===== src/rtl/rr_mux_arbiter.sv =====
// Round-robin arbiter driving the select lines of a shared 4:1 mux.
// Grants are held up to MAX_HOLD cycles; the selected data is registered with a valid flag.
module rr_mux_arbiter #(
    parameter int WIDTH    = 1,
    parameter int MAX_HOLD = 4
) (
    input  logic             clk,
    input  logic             rst,
    input  logic [3:0]       req,
    input  logic [WIDTH-1:0] a,
    input  logic [WIDTH-1:0] b,
    input  logic [WIDTH-1:0] c,
    input  logic [WIDTH-1:0] d,
    output logic [3:0]       gnt,
    output logic             s1,
    output logic             s0,
    output logic [WIDTH-1:0] m,
    output logic             valid
);

    typedef enum logic {
        IDLE = 1'b0,
        BUSY = 1'b1
    } state_t;

    localparam logic [3:0] MAX_HOLD_C = 4'(MAX_HOLD);

    state_t           state_q, state_d;
    logic [3:0]       gnt_q, gnt_d;
    logic [1:0]       sel_q, sel_d;
    logic [3:0]       hold_cnt_q, hold_cnt_d;
    logic [1:0]       last_q, last_d;
    logic [WIDTH-1:0] m_q, m_d;
    logic             valid_q, valid_d;

    logic [1:0]       pick_base;
    logic [2:0]       pick;
    logic             keep;
    logic [WIDTH-1:0] mux_data;

    // Returns {found, index}; the search starts just after base and wraps through base itself.
    function automatic logic [2:0] rr_pick(input logic [3:0] r, input logic [1:0] base);
        logic [2:0] res;
        logic [1:0] idx;
        res = 3'b000;
        for (int k = 4; k >= 1; k--) begin
            idx = base + 2'(k);
            if (r[idx]) begin
                res = {1'b1, idx};
            end
        end
        return res;
    endfunction

    always_comb begin
        mux_data = a;
        case (sel_q)
            2'd0: mux_data = a;
            2'd1: mux_data = b;
            2'd2: mux_data = c;
            2'd3: mux_data = d;
            default: mux_data = a;
        endcase
    end

    assign pick_base = (state_q == BUSY) ? sel_q : last_q;
    assign pick      = rr_pick(req, pick_base);
    assign keep      = (state_q == BUSY) && req[sel_q] && (hold_cnt_q < MAX_HOLD_C);

    always_comb begin
        state_d    = state_q;
        gnt_d      = gnt_q;
        sel_d      = sel_q;
        hold_cnt_d = hold_cnt_q;
        last_d     = last_q;
        m_d        = (state_q == BUSY) ? mux_data : '0;
        valid_d    = (state_q == BUSY);

        if (keep) begin
            hold_cnt_d = hold_cnt_q + 4'd1;
        end else begin
            if (state_q == BUSY) begin
                last_d = sel_q;
            end
            // A release re-arbitrates on the same edge so back-to-back grants leave no bubble.
            if (pick[2]) begin
                state_d    = BUSY;
                gnt_d      = 4'b0001 << pick[1:0];
                sel_d      = pick[1:0];
                hold_cnt_d = 4'd1;
            end else begin
                state_d    = IDLE;
                gnt_d      = 4'b0000;
                hold_cnt_d = 4'd0;
            end
        end
    end

    always_ff @(posedge clk or posedge rst) begin
        if (rst) begin
            state_q    <= IDLE;
            gnt_q      <= 4'b0000;
            sel_q      <= 2'd0;
            hold_cnt_q <= 4'd0;
            last_q     <= 2'd3;
            m_q        <= '0;
            valid_q    <= 1'b0;
        end else begin
            state_q    <= state_d;
            gnt_q      <= gnt_d;
            sel_q      <= sel_d;
            hold_cnt_q <= hold_cnt_d;
            last_q     <= last_d;
            m_q        <= m_d;
            valid_q    <= valid_d;
        end
    end

    assign gnt   = gnt_q;
    assign s1    = sel_q[1];
    assign s0    = sel_q[0];
    assign m     = m_q;
    assign valid = valid_q;

    a_gnt_onehot: assert property (@(posedge clk) disable iff (rst) $onehot0(gnt_q));
    a_gnt_sel:    assert property (@(posedge clk) disable iff (rst) (gnt_q != 4'b0000) |-> gnt_q[sel_q]);

endmodule


===== config.mk =====
export PLATFORM = sky130hd
export DESIGN_NAME = rr_mux_arbiter
export DESIGN_NICKNAME = d
export VERILOG_FILES = /design/src/rtl/rr_mux_arbiter.sv
export SDC_FILE = /design/constraint.sdc
export NUM_CORES = 1
export LEC_CHECK = 0
export BUFFER_PORTS_ARGS = -buffer_cell sky130_fd_sc_hd__buf_2
export CORE_MARGIN = 3
export CORE_UTILIZATION = 50
export DETAILED_ROUTE_END_ITERATION = 10
export PLACE_DENSITY = 0.76
export SETUP_SLACK_MARGIN = 0.4
export SYNTH_ARGS = -nofsm -noshare
export SYNTH_HDL_FRONTEND = slang
export SYNTH_SLANG_ARGS = --single-unit
export TNS_END_PERCENT = 30

===== constraint.sdc =====
create_clock -name clk -period 2 [get_ports clk]
set_input_delay 0.2 -clock clk [delete_from_list [all_inputs] [get_ports clk]]
set_output_delay 0.2 -clock clk [all_outputs]
set_load 0.005 [all_outputs]

==> flow_summary.json <==
{
  "synth.avg_cell_area_um2": 11.4,
  "coreArea_um2": 1330,
  "io_pins": 18,
  "synth-simple-area-share_pct": 14.9,
  "drt-initial-drc-count": 11,
  "slew_headroom_pct": 62.0,
  "ys_seq_area_share_pct": 52.4,
  "io_buffers": 17,
  "swShare_pct": 33.8,
  "status": "finished clean",
  "cts_buffers": 3,
  "h-tree-depth": 1,
  "synth_fa_ha_area_share_pct": 1.74,
  "initial_core_util_pct": 54.0,
  "tightest_slew_ps": 569,
  "viasPerCell": 5.44,
  "dieArea_um2": 1930,
  "p_per_area_nw_per_um2": 1320,
  "ys.warnings.count": 0,
  "utilization_pct": 69.7,
  "irDropWorstVdd_v": 0.000638,
  "holdCritPathClass": "primary input to flip-flop",
  "crit_required_ps": 2220,
  "mostFrequentLayoutCells": "17 x buf_2, 11 x dfrtp_1, 8 x nand2_1",
  "max_cap_violations": 0,
  "fin_nets": 103,
  "die_w_um": 44.0,
  "diodes": 0,
  "hold_violations": 0,
  "syn-num-nets": 74,
  "final_common_cell": "buf_2",
  "drive_above_1_share_pct": 50.5,
  "fin_crit_sh_pct": 80.5,
  "rows": 13,
  "startpoint_type": "flip-flop",
  "synth_top_family_by_area": "simple AND/OR/NAND/NOR gates",
  "ctsLongestPathBuffers": 2,
  "drc": 0,
  "synth-compound-area-share_pct": 10.8,
  "grt_max_degree": 16,
  "p_leak_nw": 0.453,
  "setup_viol": 0,
  "cts.root.buffer_cell": "clkbuf_4",
  "synth-xor-area-share_pct": 0,
  "skew_ps": 5.93,
  "tritoncts": "built",
  "dr.pass1.iters": 4,
  "clock-sinks": 15,
  "grt-ovfl-total": 0,
  "tns_ps": 0,
  "worstPathArrival_ps": 1830,
  "power_frac_seq_pct": 40.3,
  "p_comb_share_pct": 45.6,
  "wl_mm": 1.55,
  "crit_type": "flip-flop to flip-flop",
  "hpwl_mm": 1.09,
  "yosys-mux-area-fraction_pct": 14.6,
  "vias": 577,
  "grt_pass1_vias": 597,
  "insertion_delay_ps": 280,
  "globalplace.congestion": 0.824,
  "cp-end-kind": "flip-flop",
  "slew_violations": 0,
  "fmax_ghz": 0.621,
  "clkPwrFrac_pct": 14.1,
  "seqCellArea_um2": 380,
  "synth_cells": 63,
  "ys_types": 26,
  "grt_pass1_wl_mm": 2.59,
  "multi_input_comb_area_um2": 334,
  "fillCellCount": 99,
  "stdcell_count": 106,
  "die_y_um": 44.0,
  "worst-path-max-fanout": 4,
  "track_usage_pct": 18.5,
  "finalCriticalPeriod_ps": 1610,
  "synth_seq_cells": 15,
  "antenna_found_initial": 0,
  "synth_area_um2": 721,
  "postRouteAntennaNets": 0,
  "dp.cells": 95,
  "cts.clk_slew.worst_paths_ps": 90,
  "p_switching_mw": 0.414,
  "area_growth_pct": 29.0,
  "p_int_mw": 0.811,
  "wl_per_cell_um": 14.6,
  "grt_setup_unrepaired": "true"
}
## per-layer routing
metal | wire, um | track usage [%]
met1 | 658 | 23.8
met3 | 125 | 4.15
met4 | 40 | 7.83
met2 | 727 | 29.9
met5 | 0 | 0
## cell families after synthesis
family | Yosys count
buf+inv | 7
fa+ha+maj | 1
flops | 15
other cells | 1
simple gates | 20
mux | 7
compound gates | 12
## power by group through the flow
stage	combinational, mW	clock [mW]	sequential, mW
final	0.559	0.173	0.493
after global routing	0.613	0.191	0.510
after CTS	0.559	0.174	0.494
after detailed placement	0.446	0	0.505
after global placement	0.438	0	0.500
after floorplan	0.318	0	0.495
## stage by stage
step                hold slack [ps]  worst slack [ps]  area [um2]  power, mW
finish                          328               391         930       1.22
global placement                267               274         822      0.937
global route                    341               328         930       1.31
detailed placement              287               223         822      0.950
floorplan                       100               381         724      0.813
CTS                             325               373         930       1.23
## critical path: stages (launching register included)
cell	delay, ps
dfrtp_2	400
mux4_2	500
and3_4	180
or3_4	350
o21ai_2	110
## cell type report
cell class                 count  share of cell area [%]
sequential                    15                    40.9
multi-input combinational     41                    35.9
timing repair buffer          25                    15.9
clock buffer                   4                    2.83
inverter                       6                    2.42
tap                           15                    2.02
## synth_stat cells
library cell	number	area share, %
and3_2	1	1.0
ha_1	1	1.7
a31oi_1	1	0.87
mux4_1	1	3.6
o21ai_2	2	2.4
mux2_4	1	2.1
a31o_2	1	1.2
nor2_1	4	2.1
o21ai_0	3	2.1
nor4_1	1	0.87
a21oi_1	3	2.1
or3_4	1	1.6
inv_1	6	3.1
and2_2	1	1.0
dfrtp_1	13	45
and3_4	1	1.6
mux4_2	1	3.1
nand2_1	8	4.2
clkbuf_8	1	1.9
and2_1	3	2.6
o32ai_1	1	1.2
dfstp_2	2	7.3
mux2i_1	3	4.2
mux2_1	1	1.6
conb_1	1	0.52
o22ai_1	1	0.87
## flip-flops by register name (all words and copies together) (netlist names)
signal	cells
gnt	4
hold_cnt_q	4
last_q	2
m	1
sel_q	2
state_q	1
valid	1
## worst paths after layout
check	startpoint	to	slack (ps)	cells past startpoint
min in group asynchronous	rst	gnt[2]	500	3
max reg2reg	sel_q[0]	gnt[3]	390	4
max in group asynchronous	rst	sel_q[0]	1090	3
max	sel_q[0]	gnt[3]	390	4
min reg2reg	hold_cnt_q[0]	hold_cnt_q[0]	470	1
min	req[0]	state_q	330	4
## what timing repair did
item,in CTS,in global routing
pin swaps,4,1
setup buffers,6,0
hold endpoints to repair,13,0
hold buffers,1,0
gates resized for setup,9,0
setup endpoints to repair,7,7
(Power assumes the default switching activity.)
